<file path="src/rtl/pcie_host_responder.sv">
// rtl/pcie_host_responder.sv - host-side responder for CNN PCIe request words; drives FM/kernel RAM writes and done flags
module pcie_host_responder #(
    parameter int ADDR_W       = 16,
    parameter int INIT_WORDS   = 256,
    parameter int KERNEL_WORDS = 75
) (
    input  logic              pcieConClk,
    input  logic              pcieConRst,
    input  logic [31:0]       reqSig_1,
    input  logic [31:0]       reqSig_2,
    input  logic [31:0]       reqSig_3,
    output logic [31:0]       respSig,
    input  logic [15:0]       kerData,
    input  logic              kerValid,
    output logic              kerReady,
    output logic              fmWe,
    output logic [ADDR_W-1:0] fmAddr,
    output logic [15:0]       fmData,
    output logic              kerWe,
    output logic              kerBank,
    output logic [ADDR_W-1:0] kerAddr,
    output logic [15:0]       kerWData
);

    typedef enum logic [2:0] {
        IDLE,
        INIT,
        FM_WR,
        FM_ACK,
        KER_LOAD,
        KER_ACK
    } state_t;

    localparam logic [ADDR_W:0] INIT_CNT = (ADDR_W+1)'(INIT_WORDS);
    localparam logic [ADDR_W:0] KER_LAST = (ADDR_W+1)'(KERNEL_WORDS - 1);
    localparam logic [ADDR_W:0] CNT_ONE  = (ADDR_W+1)'(1);

    state_t            state, stateNext;
    logic [ADDR_W:0]   count, countNext;
    logic              initDone, initDoneNext;
    logic              respFm, respFmNext;
    logic              respKer, respKerNext;
    logic              busy, busyNext;
    logic              kerReadyNext;
    logic              fmWeNext;
    logic [ADDR_W-1:0] fmAddrNext;
    logic [15:0]       fmDataNext;
    logic              kerWeNext;
    logic              kerBankNext;
    logic [ADDR_W-1:0] kerAddrNext;
    logic [15:0]       kerWDataNext;

    // Only the documented request bits are decoded; the rest are don't-care.
    logic unusedReq;
    assign unusedReq = &{1'b0, reqSig_1, reqSig_2, reqSig_3};

    assign respSig = {28'd0, busy, respKer, respFm, initDone};

    always_ff @(posedge pcieConClk or posedge pcieConRst) begin
        if (pcieConRst) begin
            state    <= IDLE;
            count    <= '0;
            initDone <= 1'b0;
            respFm   <= 1'b0;
            respKer  <= 1'b0;
            busy     <= 1'b0;
            kerReady <= 1'b0;
            fmWe     <= 1'b0;
            fmAddr   <= '0;
            fmData   <= '0;
            kerWe    <= 1'b0;
            kerBank  <= 1'b0;
            kerAddr  <= '0;
            kerWData <= '0;
        end else begin
            state    <= stateNext;
            count    <= countNext;
            initDone <= initDoneNext;
            respFm   <= respFmNext;
            respKer  <= respKerNext;
            busy     <= busyNext;
            kerReady <= kerReadyNext;
            fmWe     <= fmWeNext;
            fmAddr   <= fmAddrNext;
            fmData   <= fmDataNext;
            kerWe    <= kerWeNext;
            kerBank  <= kerBankNext;
            kerAddr  <= kerAddrNext;
            kerWData <= kerWDataNext;
        end
    end

    // Outputs are computed alongside the next state so every output lands in a register.
    always_comb begin
        stateNext    = state;
        countNext    = count;
        initDoneNext = initDone;
        respFmNext   = respFm;
        respKerNext  = respKer;
        kerReadyNext = 1'b0;
        fmWeNext     = 1'b0;
        fmAddrNext   = fmAddr;
        fmDataNext   = fmData;
        kerWeNext    = 1'b0;
        kerBankNext  = kerBank;
        kerAddrNext  = kerAddr;
        kerWDataNext = kerWData;

        case (state)
            IDLE: begin
                if (reqSig_1[0] && !initDone) begin
                    stateNext  = INIT;
                    fmWeNext   = 1'b1;
                    fmAddrNext = '0;
                    fmDataNext = '0;
                    countNext  = CNT_ONE;
                end else if (reqSig_1[1]) begin
                    stateNext  = FM_WR;
                    fmWeNext   = 1'b1;
                    fmAddrNext = reqSig_3[ADDR_W-1:0];
                    fmDataNext = reqSig_2[15:0];
                end else if (reqSig_1[2]) begin
                    stateNext    = KER_LOAD;
                    kerReadyNext = 1'b1;
                    kerBankNext  = reqSig_1[3];
                    countNext    = '0;
                end
            end
            INIT: begin
                // count holds the next address; the first word was issued on IDLE exit.
                if (count == INIT_CNT) begin
                    initDoneNext = 1'b1;
                    countNext    = '0;
                    stateNext    = IDLE;
                end else begin
                    fmWeNext   = 1'b1;
                    fmAddrNext = count[ADDR_W-1:0];
                    fmDataNext = '0;
                    countNext  = count + CNT_ONE;
                end
            end
            FM_WR: begin
                respFmNext = 1'b1;
                stateNext  = FM_ACK;
            end
            FM_ACK: begin
                if (!reqSig_1[1]) begin
                    respFmNext = 1'b0;
                    stateNext  = IDLE;
                end
            end
            KER_LOAD: begin
                kerReadyNext = 1'b1;
                if (kerValid && kerReady) begin
                    kerWeNext    = 1'b1;
                    kerAddrNext  = count[ADDR_W-1:0];
                    kerWDataNext = kerData;
                    countNext    = count + CNT_ONE;
                    if (count == KER_LAST) begin
                        kerReadyNext = 1'b0;
                        respKerNext  = 1'b1;
                        countNext    = '0;
                        stateNext    = KER_ACK;
                    end
                end
            end
            KER_ACK: begin
                if (!reqSig_1[2]) begin
                    respKerNext = 1'b0;
                    stateNext   = IDLE;
                end
            end
            default: stateNext = IDLE;
        endcase

        busyNext = (stateNext != IDLE);
    end

endmodule

</file>
<file path="config.mk">
export PLATFORM = sky130hd
export DESIGN_NAME = pcie_host_responder
export DESIGN_NICKNAME = d
export VERILOG_FILES = /design/src/rtl/pcie_host_responder.sv
export SDC_FILE = /design/constraint.sdc
export NUM_CORES = 1
export LEC_CHECK = 0
export ABC_CLOCK_PERIOD_IN_PS = 4600
export CORE_UTILIZATION = 41
export DETAILED_ROUTE_END_ITERATION = 6
export PLACE_DENSITY = 0.81
export SYNTH_ARGS = -nofsm -noshare
export SYNTH_HDL_FRONTEND = slang
export SYNTH_SLANG_ARGS = --single-unit
</file>
<file path="constraint.sdc">
create_clock -name pcieConClk -period 4.6 [get_ports pcieConClk]
set_clock_uncertainty 0.2 [all_clocks]
set_input_delay 1.38 -clock pcieConClk [delete_from_list [all_inputs] [get_ports pcieConClk]]
set_output_delay 1.38 -clock pcieConClk [all_outputs]
set_load 0.005 [all_outputs]
</file>
==> results of run 1 <==
==> metal layers <==
layer,track usage [%],up-vias,routed length (microns)
met1,27.1,1717,4740
met4,6.65,0,218
met3,4.92,18,693
met5,0,-,0
met2,31.3,172,5090
li1,-,1702,-
==> through the flow <==
| stage | instances | hold WS (ps) | util (%) | setup slack, ps |
|---|---|---|---|---|
| 5_1_grt | 692 | 305 | 56.6 | 1100 |
| 4_1_cts | 692 | 291 | 56.6 | 1250 |
| 6_report | 692 | 285 | 56.6 | 1150 |
| 3_5_place_dp | 676 | 269 | 54.5 | 876 |
| 3_3_place_gp | 676 | 265 | 54.5 | 917 |
| 2_1_floorplan | 467 | 248 | - | 628 |
==> layout make-up <==
| class | instances | area, sq um |
|---|---|---|
| clock buffers | 10 | 128 |
| clock inverters | 6 | 93.8 |
| fillers | 934 | 4560 |
| inverters | 11 | 43.8 |
| multi-input cells | 307 | 1910 |
| flip-flops and latches | 92 | 2300 |
| well taps | 136 | 170 |
| repair buffers | 130 | 1300 |
==> path summary, 6_finish.rpt <==
kind / slack, ps / cells past startpoint / to / startpoint
max in group asynchronous: 2060 / 2 / fmAddr[15]$_DFFE_PP0P_ / pcieConRst
min: 280 / 2 / fmData[9]$_DFFE_PP0P_ / fmData[9]$_DFFE_PP0P_
max reg2reg: 2090 / 7 / fmData[3]$_DFFE_PP0P_ / count[0]$_DFFE_PP0P_
max: 1150 / 6 / count[2]$_DFFE_PP0P_ / reqSig_1[1]
min reg2reg: 280 / 2 / fmData[9]$_DFFE_PP0P_ / fmData[9]$_DFFE_PP0P_
min in group asynchronous: 1460 / 2 / kerWData[15]$_DFFE_PP0P_ / pcieConRst
==> cell families after synthesis <==
kind of cell               share of synthesized area (%)
AOI/OAI and AO/OA                                   13.7
xor gates and xnor gates                           0.582
adders and majority gates                          0.831
buffers and inverters                               9.28
DFF                                                 51.0
muxes                                               8.23
other                                             0.0830
and+or+nand+nor                                     16.3
==> layout by cell type (no fill, tap or decap), drive strengths merged, types with 6 or more instances in the layout <==
cell type and count:
clkdlybuf4s50 126, dfrtp 92, nand2 58, o21ai 45, mux2 33, conb 28, nor2 24, a21oi 21
and3 14, inv 13, nand3 11, clkbuf 10, nand4 8, a22o 7, a31oi 6, nor4 6
==> sequential cells by signal, summed over array words and instances (netlist names) <==
register and count:
kerAddr 16, fmData 16, fmWe 1, fmAddr 16, count 17, respKer 1, kerReady 1, respFm 1
busy 1, kerWData 16, state 3, initDone 1, kerBank 1, kerWe 1
==> critical path: stages <==
cell                              delay [ps]
sky130_fd_sc_hd__clkdlybuf4s50_1         610
sky130_fd_sc_hd__nand2b_1                150
sky130_fd_sc_hd__a21oi_1                 150
sky130_fd_sc_hd__o21ai_1                 720
sky130_fd_sc_hd__nor2_2                  210
sky130_fd_sc_hd__a22o_1                  290
==> report_power, final <==
part	leakage (nW)	internal, mW	switching, mW
Combinational	1.26	0.580	0.601
Sequential	1.24	1.02	0.156
Clock	0.107	0.311	0.299
Total	2.62	1.91	1.06
==> metrics.csv, run 1 <==
stage;metric;value;unit
outcome;run_status;completed;
route;dr.first_iter.drc_count;266;
setup_path;crit_path_max_fanout;8;
grt;grt_pass1_wl;17.8;mm
job;timing.max_cap.violations;0;
sta;slew_viol_final;0;
power_and_ir_drop;power-per-cell-area;498;nW/um^2
route;wl_per_cell;15.5;microns
floorplan;start_util;43.0;%
logic_synthesis;share_of_synthesized_registers_carrying_an_async_set_or_reset;100;%
logic_synthesis;synth-seq-area-share;51.0;%
logic_synthesis;post_synth.cell_area_avg;10.3;sq um
logic_synthesis;synth_edf_count;0;
setup_path;crit_type;input pin to flip-flop;
clock_tree;clock_latency_late_sink;370;ps
grt;antenna_violations_before_repair;0;
route;avgViaCountPerCell;5.22;
sta;timing.max_slew.rel_slack;26.3;%
logic_synthesis;yosys-top-cells-area;sky130_fd_sc_hd__dfrtp_1 51%, sky130_fd_sc_hd__mux2_2 7.7%, sky130_fd_sc_hd__buf_4 6.0%;
floorplan;floorplan.die.height;107;microns
clock_tree;htree_levels;3;
logic_synthesis;netlist_area;4520;sq um
logic_synthesis;yosys.area.top_type_share;51.0;%
clock_tree;post-cts-setup-buffers;0;
logic_synthesis;synth_area_leader_cell;sky130_fd_sc_hd__dfrtp_1;
grt;globalRouteOverflowTotal;0;
floorplan;core-area;10500;sq um
grt;track_usage;20.0;%
floorplan;design.die.area;11400;sq um
grt;grt_max_degree;93;
finish;design.final.nets;669;
placed_design;place_congestion;0.886;
sta;min_period;3450;ps
setup_path;worst-endpoint-arrival;3510;ps
finish;final_cell_area;5950;sq um
clock_tree;cts_resized;0;
clock_tree;cts_inserted_buffers;9;
placed_design;io_buffer_count;126;
floorplan;floorplan.die.width;107;microns
finish;syn_to_final_growth;31.7;%
finish;antenna-diode-count;0;
placed_design;detailed_place_hpwl;7.61;mm
grt;vias_in_the_first_global_route;3553;
route;route.antenna.remaining_nets;0;
logic_synthesis;synthesized_flop_and_latch_total;92;
route;detail_route.drc_violations;0;
route;detail_route.wirelength;10.7;mm
logic_synthesis;synth.cells.most_frequent;92 x sky130_fd_sc_hd__dfrtp_1, 58 x sky130_fd_sc_hd__nand2_1, 36 x sky130_fd_sc_hd__buf_4, 34 x sky130_fd_sc_hd__o21ai_0, 31 x sky130_fd_sc_hd__mux2_2;
clock_tree;hold_buffers;0;
sta;final.period_utilization;75.0;%
sta;final.setup.tns;0;ps
clock_tree;ctsLongestPathBuffers;2;
placed_design;placement.cell_area;5730;sq um
worst_hold_path;hold_path.class;flip-flop to flip-flop;
setup_path;critPathLaunchType;input pin;
clock_tree;cts_root_buf;sky130_fd_sc_hd__clkbuf_8;
logic_synthesis;post-synth-top-count-cell;sky130_fd_sc_hd__dfrtp_1;
sta;timing.final.setup_violations;0;
setup_path;timing.critical_path.to_type;flip-flop;
sta;setup_repair_after_global_routing_missed_its_margin;no;
clock_tree;cts.sink_count;92;
route;drt_first_pass_iters;5;
power_and_ir_drop;power_leakage;2.62;nW
logic_synthesis;synth.distinct_cells;52;
sta;timing.fmax;290;MHz
setup_path;worst_endpoint_required_time;4660;ps
logic_synthesis;ys_flop_type;sky130_fd_sc_hd__dfrtp_1;
clock_tree;tritoncts_clock_tree;yes;
logic_synthesis;ys.warnings.count;0;
power_and_ir_drop;pwr_total;2.96;mW
sta;hold_violations;0;
sta;worstMarginPinSlew;1100;ps
logic_synthesis;synth_cells;440;
floorplan;row_count;37;
finish;layout-drive-gt1-share;12.2;%
clock_tree;cts.clk_slew.worst_paths;90;ps
power_and_ir_drop;ir_worst_vdd;0.237;mV
floorplan;io_pins;215;
route;route.vias.total;3609;
No activity file was read; power rests on OpenSTA's default activity.
==> run 2, diff against run 1 <==
ABC_CLOCK_PERIOD_IN_PS = 2900   (was 4600)
CORE_UTILIZATION = 37   (was 41)
PLACE_DENSITY = 0.78   (was 0.81)
clock period = 2.9 ns   (was 4.6 ns; I/O delays follow)
==> run 2 against run 1 <==
  * First-iteration DRC count down 7.9%
  * Die area is 11% higher
  * Critical path depth is 1 higher
  * Utilization is 3.8 points lower
  * Worst setup slack worse by 720 ps
  * Sequential share of layout area shrank 1.3 points
  * Critical path type unchanged
  * Critical endpoint is now count[15]$_DFFE_PP0P_
  * Largest cell class unchanged
  * Highest routed layer unchanged
==> metrics.csv, run 2 (synthesized netlist as in run 1, its figures left out) <==
stage;metric;value;unit
outcome;run_status;completed;
placed_design;io_buffer_count;126;
clock_tree;post-cts-setup-buffers;0;
sta;setup_repair_after_global_routing_missed_its_margin;no;
clock_tree;cts_root_buf;sky130_fd_sc_hd__clkbuf_16;
finish;antenna-diode-count;0;
placed_design;placed_cells_incl_taps;695;
sta;final.setup.tns;0;ps
route;dr.first_iter.drc_count;245;
route;route.antenna.remaining_nets;0;
floorplan;io_pins;215;
floorplan;design.die.area;12700;sq um
route;avgViaCountPerCell;5.15;
floorplan;core-area;11700;sq um
power_and_ir_drop;power.clock.fraction;23.5;%
finish;syn_to_final_growth;36.3;%
sta;timing.final.setup_violations;0;
grt;track_usage;18.3;%
clock_tree;hold_buffers;0;
sta;slew_viol_final;0;
placed_design;place_congestion;0.871;
grt;antenna_violations_before_repair;0;
worst_hold_path;hold_path.class;flip-flop to flip-flop;
route;wl_per_cell;15.8;microns
sta;min_period;2470;ps
finish;layout-drive-gt1-share;14.1;%
clock_tree;cts.clk_slew.worst_paths;60;ps
finish;largest_register_ff_count;17;
sta;timing.fmax;404;MHz
job;timing.max_cap.violations;0;
sta;hold_violations;0;
power_and_ir_drop;power_frac_seq;37.0;%
finish;most-common-layout-cells;126 x sky130_fd_sc_hd__clkdlybuf4s50_1, 92 x sky130_fd_sc_hd__dfrtp_1, 58 x sky130_fd_sc_hd__nand2_1;
clock_tree;tritoncts_clock_tree;yes;
clock_tree;htree_levels;3;
route;detail_route.wirelength;11.2;mm
sta;worstMarginPinSlew;716;ps
setup_path;worst_endpoint_required_time;2970;ps
finish;fin_cells;710;
floorplan;start_util;38.7;%
grt;vias_in_the_first_global_route;3726;
power_and_ir_drop;ir_worst_vdd;0.323;mV
power_and_ir_drop;total_switching_power;1.71;mW
power_and_ir_drop;power-per-cell-area;816;nW/um^2
grt;grt_max_degree;81;
route;route.vias.total;3653;
setup_path;timing.critical_path.to_type;flip-flop;
setup_path;critPathLaunchType;input pin;
sta;timing.max_slew.rel_slack;51.9;%
power_and_ir_drop;swShare;34.1;%
clock_tree;clock_latency_late_sink;340;ps
finish;design.final.nets;681;
clock_tree;cts.sink_count;92;
placed_design;detailed_place_hpwl;8.14;mm
power_and_ir_drop;internal-power;3.31;mW
clock_tree;cts_inserted_buffers;9;
grt;globalRouteOverflowTotal;0;
setup_path;crit_path_max_fanout;5;
floorplan;floorplan.die.width;112;microns
floorplan;row_count;39;
power_and_ir_drop;power.combinational.fraction;39.5;%
finish;mostFrequentLayoutCell;sky130_fd_sc_hd__clkdlybuf4s50_1;
grt;grt_pass1_wl;18.4;mm
finish;fillCellCount;1009;
setup_path;rrSetupSlack;490;ps
floorplan;floorplan.die.height;112;microns
route;detail_route.drc_violations;0;
setup_path;crit_type;input pin to flip-flop;
clock_tree;ctsLongestPathBuffers;2;
route;drt_first_pass_iters;4;
power_and_ir_drop;power_leakage;2.72;nW
setup_path;worst-endpoint-arrival;2540;ps
sta;final.period_utilization;85.3;%
clock_tree;cts_resized;0;
finish;largest-register;count;
## run 2: worst paths after layout
check,cells after the start,from,end
setup reg to reg,7,count[0]$_DFFE_PP0P_,count[16]$_DFFE_PP0P_
max in group asynchronous,3,pcieConRst,kerAddr[5]$_DFFE_PP0P_
setup / recovery,7,reqSig_1[1],count[15]$_DFFE_PP0P_
min in group asynchronous,2,pcieConRst,kerWData[2]$_DFFE_PP0P_
hold / removal,2,fmAddr[13]$_DFFE_PP0P_,fmAddr[13]$_DFFE_PP0P_
hold reg to reg,2,fmAddr[13]$_DFFE_PP0P_,fmAddr[13]$_DFFE_PP0P_
## run 2: area by class of cell
cell class / count / area, sq um / area share [%]
clock buffer: 11 / 253 / 4.11
tap: 143 / 179 / 2.91
timing repair buffer: 142 / 1420 / 23.1
sequential: 92 / 2300 / 37.4
clock inverter: 4 / 48.8 / 0.793
inverter: 11 / 45.0 / 0.732
multi-input combinational: 307 / 1910 / 31.0
## run 2: power groups by stage
| stage | combinational [mW] | clock (mW) | sequential, mW |
|---|---|---|---|
| floorplan | 1.12 | 0 | 1.83 |
| global placement | 1.93 | 0 | 1.86 |
| detailed placement | 1.98 | 0 | 1.88 |
| CTS | 1.99 | 1.22 | 1.86 |
| global route | 2.17 | 1.27 | 1.91 |
| finish | 1.98 | 1.18 | 1.86 |
## run 2: critical path: stages
cell and delay (ps):
sky130_fd_sc_hd__clkdlybuf4s50_1 420, sky130_fd_sc_hd__nand2b_1 180, sky130_fd_sc_hd__a21oi_1 170, sky130_fd_sc_hd__buf_4 170, sky130_fd_sc_hd__o21ai_2 80, sky130_fd_sc_hd__or4_4 520, sky130_fd_sc_hd__a21oi_2 140
## run 2: per-layer routing
layer / GRT usage (%) / vias to the layer above / routed length (microns)
met2: 30.1 / 151 / 5520
met3: 3.35 / 13 / 634
met5: 0 / - / 0
met1: 23.9 / 1767 / 4840
li1: - / 1722 / -
met4: 7.64 / 0 / 205
## run 2: metrics by stage
stage          worst slack, ps  cell area [sq um]  hold slack (ps)  utilization [%]  total power, mW
5_1_grt                    330               6150              311             52.8             5.34
3_3_place_gp               123               5850              264             50.2             3.78
2_1_floorplan              548               4620              248                -             2.95
4_1_cts                    449               6150              284             52.8             5.06
6_report                   428               6150              284             52.8             5.02
3_5_place_dp               112               5850              270             50.2             3.86
==> run 3, diff against run 2 <==
SETUP_SLACK_MARGIN = 0.3   (was not set)
==> results of run 3 <==
Same layout as run 2: the final DEF is identical, and so are final timing and power.
